**src/rtl/control_pkg.sv**
```systemverilog
// Shared encodings for the multicycle control unit: opcodes, states,
// ALU operations and datapath select values.
package control_pkg;

    localparam logic [3:0] OP_RTYPE = 4'd0;
    localparam logic [3:0] OP_ADDI  = 4'd1;
    localparam logic [3:0] OP_LW    = 4'd2;
    localparam logic [3:0] OP_SW    = 4'd3;
    localparam logic [3:0] OP_BEQ   = 4'd4;
    localparam logic [3:0] OP_BNE   = 4'd5;
    localparam logic [3:0] OP_J     = 4'd6;
    localparam logic [3:0] OP_JAL   = 4'd7;
    localparam logic [3:0] OP_JR    = 4'd8;

    typedef enum logic [3:0] {
        S_FETCH     = 4'd0,
        S_DECODE    = 4'd1,
        S_EXEC_R    = 4'd2,
        S_WB_R      = 4'd3,
        S_EXEC_I    = 4'd4,
        S_WB_I      = 4'd5,
        S_MEM_ADDR  = 4'd6,
        S_MEM_READ  = 4'd7,
        S_MEM_WRITE = 4'd8,
        S_MEM_WB    = 4'd9,
        S_BRANCH    = 4'd10,
        S_JUMP      = 4'd11,
        S_JAL       = 4'd12,
`ifdef MULTICYCLE_CONTROL_ILLEGAL_TRAP_EN
        S_JR        = 4'd13,
        S_HALT      = 4'd14
`else
        S_JR        = 4'd13
`endif
    } state_t;

    localparam logic [1:0] ALUOP_ADD   = 2'd0;
    localparam logic [1:0] ALUOP_SUB   = 2'd1;
    localparam logic [1:0] ALUOP_FUNCT = 2'd2;

    localparam logic [1:0] REGDST_RT   = 2'd0;
    localparam logic [1:0] REGDST_RD   = 2'd1;
    localparam logic [1:0] REGDST_LINK = 2'd2;

    localparam logic [1:0] MEMTOREG_ALU = 2'd0;
    localparam logic [1:0] MEMTOREG_MDR = 2'd1;
    localparam logic [1:0] MEMTOREG_PC  = 2'd2;

    localparam logic [1:0] PCSRC_ALU    = 2'd0;
    localparam logic [1:0] PCSRC_ALUOUT = 2'd1;
    localparam logic [1:0] PCSRC_JUMP   = 2'd2;
    localparam logic [1:0] PCSRC_REG    = 2'd3;

    localparam logic [1:0] SRCB_B     = 2'd0;
    localparam logic [1:0] SRCB_ONE   = 2'd1;
    localparam logic [1:0] SRCB_IMM   = 2'd2;
    localparam logic [1:0] SRCB_BROFF = 2'd3;

endpackage

```
**src/rtl/control_next_state.sv**
```systemverilog
// Combinational next-state logic for the multicycle control FSM.
// Illegal opcodes go to HALT when MULTICYCLE_CONTROL_ILLEGAL_TRAP_EN is set.
module control_next_state
    import control_pkg::*;
#(
    parameter int OPCODE_W = 4
) (
    input  state_t              state,
    input  logic [OPCODE_W-1:0] opcode,
    input  logic                mem_ready,
    output state_t              next_state
);

    // Opcode dispatch out of DECODE
    state_t decode_target;

    // Pick the execute-phase state for the current opcode
    always_comb begin
        decode_target = S_FETCH;
        case (opcode)
            OP_RTYPE: decode_target = S_EXEC_R;
            OP_ADDI:  decode_target = S_EXEC_I;
            OP_LW:    decode_target = S_MEM_ADDR;
            OP_SW:    decode_target = S_MEM_ADDR;
            OP_BEQ:   decode_target = S_BRANCH;
            OP_BNE:   decode_target = S_BRANCH;
            OP_J:     decode_target = S_JUMP;
            OP_JAL:   decode_target = S_JAL;
            OP_JR:    decode_target = S_JR;
`ifdef MULTICYCLE_CONTROL_ILLEGAL_TRAP_EN
            default:  decode_target = S_HALT;
`else
            default:  decode_target = S_FETCH;
`endif
        endcase
    end

    // State transition table; unknown encodings fall back to FETCH
    always_comb begin
        next_state = S_FETCH;
        case (state)
            S_FETCH:
                next_state = mem_ready ? S_DECODE : S_FETCH;
            S_DECODE:
                next_state = decode_target;
            S_EXEC_R:
                next_state = S_WB_R;
            S_EXEC_I:
                next_state = S_WB_I;
            S_MEM_ADDR:
                next_state = (opcode == OP_LW) ? S_MEM_READ
                                               : S_MEM_WRITE;
            S_MEM_READ:
                next_state = mem_ready ? S_MEM_WB : S_MEM_READ;
            S_MEM_WRITE:
                next_state = mem_ready ? S_FETCH : S_MEM_WRITE;
`ifdef MULTICYCLE_CONTROL_ILLEGAL_TRAP_EN
            S_HALT:
                next_state = S_HALT;
`endif
            default:
                next_state = S_FETCH;
        endcase
    end

endmodule

```
**src/rtl/multicycle_control.sv**
```systemverilog
// Control FSM for the multicycle 16-bit datapath: state register + output decode.
// Optional MULTICYCLE_CONTROL_ILLEGAL_TRAP_EN adds HALT and the halted port.
module multicycle_control
    import control_pkg::*;
#(
    parameter int OPCODE_W = 4,
    parameter int STATE_W  = 4
) (
    input  logic                clock,
    input  logic                reset,
    input  logic [OPCODE_W-1:0] opcode,
    input  logic                zero,
    input  logic                mem_ready,
    output logic                pc_write,
    output logic [1:0]          pc_src,
    output logic                iord,
    output logic                mem_read,
    output logic                mem_write,
    output logic                ir_write,
    output logic                reg_write,
    output logic [1:0]          reg_dst_sel,
    output logic [1:0]          mem_to_reg,
    output logic                alu_src_a,
    output logic [1:0]          alu_src_b,
    output logic [1:0]          alu_op,
`ifdef MULTICYCLE_CONTROL_ILLEGAL_TRAP_EN
    output logic                halted,
`endif
    output logic [STATE_W-1:0]  state_out
);

    state_t state;
    state_t next_state;

    control_next_state #(
        .OPCODE_W (OPCODE_W)
    ) u_next (
        .state      (state),
        .opcode     (opcode),
        .mem_ready  (mem_ready),
        .next_state (next_state)
    );

    // State register; reset pulls back to FETCH immediately
    always_ff @(posedge clock or posedge reset) begin
        if (reset) begin
            state <= S_FETCH;
        end else begin
            state <= next_state;
        end
    end

    assign state_out = STATE_W'(state);

    // Per-state datapath controls; write strobes are squashed during reset
    always_comb begin
        pc_write    = 1'b0;
        pc_src      = PCSRC_ALU;
        iord        = 1'b0;
        mem_read    = 1'b0;
        mem_write   = 1'b0;
        ir_write    = 1'b0;
        reg_write   = 1'b0;
        reg_dst_sel = REGDST_RT;
        mem_to_reg  = MEMTOREG_ALU;
        alu_src_a   = 1'b0;
        alu_src_b   = SRCB_B;
        alu_op      = ALUOP_ADD;
`ifdef MULTICYCLE_CONTROL_ILLEGAL_TRAP_EN
        halted      = 1'b0;
`endif
        case (state)
            S_FETCH: begin
                mem_read  = 1'b1;
                alu_src_b = SRCB_ONE;
                ir_write  = mem_ready;
                pc_write  = mem_ready;
            end
            S_DECODE: begin
                alu_src_b = SRCB_BROFF;
            end
            S_EXEC_R: begin
                alu_src_a = 1'b1;
                alu_op    = ALUOP_FUNCT;
            end
            S_WB_R: begin
                reg_write   = 1'b1;
                reg_dst_sel = REGDST_RD;
            end
            S_EXEC_I, S_MEM_ADDR: begin
                alu_src_a = 1'b1;
                alu_src_b = SRCB_IMM;
            end
            S_WB_I: begin
                reg_write = 1'b1;
            end
            S_MEM_READ: begin
                mem_read = 1'b1;
                iord     = 1'b1;
            end
            S_MEM_WRITE: begin
                mem_write = 1'b1;
                iord      = 1'b1;
            end
            S_MEM_WB: begin
                reg_write  = 1'b1;
                mem_to_reg = MEMTOREG_MDR;
            end
            S_BRANCH: begin
                alu_src_a = 1'b1;
                alu_op    = ALUOP_SUB;
                pc_src    = PCSRC_ALUOUT;
                pc_write  = (opcode == OP_BNE) ? ~zero : zero;
            end
            S_JUMP: begin
                pc_src   = PCSRC_JUMP;
                pc_write = 1'b1;
            end
            S_JAL: begin
                reg_write   = 1'b1;
                reg_dst_sel = REGDST_LINK;
                mem_to_reg  = MEMTOREG_PC;
                pc_src      = PCSRC_JUMP;
                pc_write    = 1'b1;
            end
            S_JR: begin
                pc_src   = PCSRC_REG;
                pc_write = 1'b1;
            end
`ifdef MULTICYCLE_CONTROL_ILLEGAL_TRAP_EN
            S_HALT: begin
                halted = 1'b1;
            end
`endif
            default: begin
                pc_write = 1'b0;
            end
        endcase
        if (reset) begin
            pc_write  = 1'b0;
            ir_write  = 1'b0;
            reg_write = 1'b0;
            mem_write = 1'b0;
            mem_read  = 1'b0;
        end
    end

endmodule

```
**config.mk**
```make
export PLATFORM = sky130hd
export DESIGN_NAME = multicycle_control
export DESIGN_NICKNAME = d
export VERILOG_FILES = /design/src/rtl/control_pkg.sv /design/src/rtl/control_next_state.sv /design/src/rtl/multicycle_control.sv
export SDC_FILE = /design/constraint.sdc
export NUM_CORES = 1
export LEC_CHECK = 0
export CAP_MARGIN = 20
export CORE_MARGIN = 2
export CORE_UTILIZATION = 35
export DETAILED_ROUTE_END_ITERATION = 7
export PLACE_DENSITY = 0.82
export SYNTH_ARGS = -nofsm -noshare
export SYNTH_HDL_FRONTEND = slang
export SYNTH_SLANG_ARGS = --single-unit
```
**constraint.sdc**
```tcl
create_clock -name clock -period 1.88 [get_ports clock]
set_clock_uncertainty 0.05 [all_clocks]
set_input_delay 0.376 -clock clock [delete_from_list [all_inputs] [get_ports clock]]
set_output_delay 0.376 -clock clock [all_outputs]
set_load 0.01 [all_outputs]
```
==> summary by stage <==
Critical path
The launching element type of the critical path is an input port. Of all nets on the critical path, the largest fanout is 2. For the worst setup path, the data required time is 1.45 ns. The setup path with the least slack is of type input port to output port. The cell with the largest stage delay on the worst path is sky130_fd_sc_hd__or4b_1.

The largest single stage delay on the critical path is 0.51 ns. The setup check on the worst reg-to-reg path leaves a slack of 0.24 ns. The kind of end point of the critical path is an output port.

For the worst flop-to-flop path, the logic depth is 5. In this run the critical register-to-register path is launched from state_out[1]. The capture point of the worst reg-to-reg path is state_out[3]. Traced cell by cell, the critical path runs through buf_6 -> and4bb_1 -> xor2_1 -> or4b_1 -> o2111a_1 -> buf_2. At the worst endpoint, the arrival time is 1.62 ns.

CTS
TritonCTS built the clock tree. The total of hold buffers inserted after clock tree synthesis is 0. The clock slew at the register clock pins of the worst setup and hold paths is 0.04 ns.

Buffers inserted during clock tree synthesis total 3. In this run the deepest clock path goes through 2 buffers. The clock network latency to the later pin of the worst-skew pair is 0.24 ns. The CTS sink count is 4. Clock tree synthesis selected as its root buffer the cell sky130_fd_sc_hd__clkbuf_4. The number of levels the H-tree was split into is 1.

Logic synthesis
In this run, synthesis produced a sequential element count of 4. In the post-synthesis netlist, the biggest area contributors are sky130_fd_sc_hd__dfrtp_1 17%, sky130_fd_sc_hd__nor2_1 6.4%, sky130_fd_sc_hd__nor3_1 5.9%. The library cell with the highest instance count after synthesis is sky130_fd_sc_hd__nor2_1. The biggest area contributor in the post-synthesis netlist is sky130_fd_sc_hd__dfrtp_1. The post-synthesis area per instance is 6.70 sq um. In the synthesized netlist, the cells that appear most often are 10 x sky130_fd_sc_hd__nor2_1, 8 x sky130_fd_sc_hd__nand2_1, 7 x sky130_fd_sc_hd__clkbuf_1, 7 x sky130_fd_sc_hd__nor3_1, 6 x sky130_fd_sc_hd__a21oi_1. Among all flip-flop cells after synthesis, the most frequent one is sky130_fd_sc_hd__dfrtp_1. The async set-reset flop share out of synthesis is 100%.

Summing every instance area after synthesis gives 589 sq um. The count of flip-flops with a built-in enable after synthesis is 0. The Yosys step of the flow raised 0 warnings. After technology mapping, the gate count stands at 88.

The number of different library cells used by synthesis comes to 36. After synthesis, flip-flops and latches occupy 17.0% of the total area. The top cell type by area accounts for 17.0% of the synthesized area. Synthesis produced a netlist with a net count of 96.

Timing
The max-slew violation count is 0. The final critical-path required period is 2.05 ns. The final hold violation count is 0. The tightest hold margin is 0.384 ns. The pin slew with the least headroom to its limit is 0.283 ns. Setup violations remaining at the end of the flow were counted as 4.

Across all setup checks in the final design, the least slack found is -0.167 ns. The share of the clock period used by the worst path is 109%. Setup repair after global routing could not meet its margin everywhere. The upper clock frequency limit is 0.488 GHz.

The worst pin sits at a relative slew slack of 81.0%.

Global route
Entering global routing, the biggest net connects 12 pins. In the global route stage, met3 resource usage came out at 2.40%. The initial antenna violation count is 0.

The remaining global-route overflow is 0. The global-route met1 utilization is 24.9%. The met2 routing resource usage after global routing is 43.7%. In this run the most used layer during global routing was met2. The first global-routing pass estimated 3370 microns of wire. The number of global-route vias before repair is 796. Global routing consumed, over all layers together, 22.7% of the routing resources.

Final layout
At the end of the flow the core is filled with cells to 73.2%. The area added between synthesis and finish is 91.5%. The finished cells cover 0.00113 sq mm. The antenna cell count is 0.

Of the cells placed in the final design, the portion with a size suffix greater than 1 is 50.0%. The flip-flop count of the largest register, all copies and words added is 4. The filler cells instantiated in the layout total 111. The multi-input combinational cells in the finished layout cover a total of 493 sq um. The number of nets in the layout is 154. Summing all flip-flop and latch instances after layout gives 104 sq um.

Die
The total area inside the core boundary comes to 0.00154 sq mm. The count of standard-cell rows is 14. The horizontal die dimension is 45.0 microns.

During I/O placement, the number of pins put on the boundary was 29. The die covers 0.00203 sq mm. The initial standard-cell utilization of the core is 38.2%. The die height is 45.0 microns.

Detailed routing
The number of vias after detailed routing is 880. The residual antenna-violating net count after detailed routing is 0. The average vias per placed instance is 5.50.

The wire length after detailed routing is 2080 microns. The number of optimization iterations in the first detailed-route pass is 5. In this run, the number of DRC markers left after iteration 0 of detailed routing was 12.

Dividing the detail-routed wire length by the instance count gives 13.0 microns. The detailed-route DRC error count is 0.

Placement
After legalization and detailed placement, the total HPWL measured 1510 microns. In this run the tool buffered the top-level ports with 28 buffer cells. The post-place setup slack is -0.880 ns. The routability-driven placement congestion ratio is 0.865. The placed instance area is 0.00106 sq mm.

Power
The total power divided by cell area is 1520 mW/mm^2. The static leakage power is 0.543 nW. Power comes to 1.71 mW. Across the VDD grid, the largest voltage drop is 0.759 mV.

Min path
The source of the worst hold timing path is opcode[0]. The worst hold path cell count is 3. The worst hold endpoint is state_out[0]. The kind of path behind the tightest hold check is input port to flip-flop.

Outcome
The run finished, with violations left. The final reports fail on setup timing.

Run
The max-capacitance violation count is 0.
routing by layer:
| metal | part of all wire, % | wire length, microns |
|---|---|---|
| met1 | 40 | 832 |
| met2 | 54 | 1120 |
| met3 | 5.0 | 105 |
| met4 | 1.1 | 22 |
| met5 | 0 | 0 |
cells in the final DEF, fill, tap and decap left out, types with 2 or more instances in the layout:
cell type                         instances
sky130_fd_sc_hd__buf_4                   30
sky130_fd_sc_hd__buf_2                   10
sky130_fd_sc_hd__buf_6                    8
sky130_fd_sc_hd__nor2_1                   7
sky130_fd_sc_hd__nand2_1                  7
sky130_fd_sc_hd__a21oi_1                  6
sky130_fd_sc_hd__clkbuf_2                 6
sky130_fd_sc_hd__nor3_1                   5
sky130_fd_sc_hd__clkdlybuf4s50_1          5
sky130_fd_sc_hd__nand2b_1                 4
sky130_fd_sc_hd__o22ai_1                  3
sky130_fd_sc_hd__a211oi_1                 3
sky130_fd_sc_hd__o21ai_0                  3
sky130_fd_sc_hd__clkbuf_4                 3
sky130_fd_sc_hd__dfrtp_2                  3
sky130_fd_sc_hd__inv_1                    2
sky130_fd_sc_hd__a31oi_1                  2
sky130_fd_sc_hd__nor2_2                   2
sky130_fd_sc_hd__or4b_1                   2
sky130_fd_sc_hd__dlygate4sd2_1            2
worst max-delay path: cells and delay by family:
| family | cells | cell delay, ns |
|---|---|---|
| simple gates | 2 | 0.71 |
| buf+inv | 2 | 0.23 |
| xor+xnor | 1 | 0.16 |
| compound gates | 1 | 0.14 |
what timing repair did:
item | 4_1_cts | 5_1_grt
setup endpoints to repair | 17 | 13
buffers inserted | 5 | 2
pin swaps | 5 | 1
cloned | 0 | 0
gates resized for setup | 68 | 33
report_power, final:
part	switching [mW]	internal [mW]
Combinational	0.673	0.749
Sequential	0.0510	0.130
Clock	0.0367	0.0714
Total	0.761	0.950
stage by stage:
stage          cells   TNS, ns
3_3_place_gp     150     -2.31
4_1_cts          158    -0.344
2_1_floorplan     88  -0.00355
6_report         160    -0.258
3_5_place_dp     150     -2.75
5_1_grt          160    -0.520
cell families after synthesis:
group | count (synthesis) | share of synthesized area, %
AO/OA/AOI/OAI | 26 | 28.9
multiplexers | 1 | 1.70
buffers and inverters | 12 | 8.71
AND/OR/NAND/NOR | 43 | 40.8
XOR/XNOR | 2 | 2.97
flip-flops | 4 | 17.0
worst max path at each step:
stage	startpoint	end	slack, ns	depth (start not counted)
floorplan	opcode[2]	pc_write	-0.004	5
CTS	opcode[0]	pc_write	-0.17	6
global placement	opcode[3]	pc_write	-0.83	6
finish	opcode[0]	pc_write	-0.17	6
detailed placement	opcode[3]	pc_write	-0.88	6
global route	state_out[2]	pc_write	-0.21	6
layout make-up:
cell class	instances	share of cell area [%]
inverters	2	0.665
repair buffers	63	42.7
well taps	16	1.77
flip-flops and latches	4	9.20
clock buffers	3	2.00
multi-input cells	72	43.7
No activity file was read; power rests on OpenSTA's default activity.
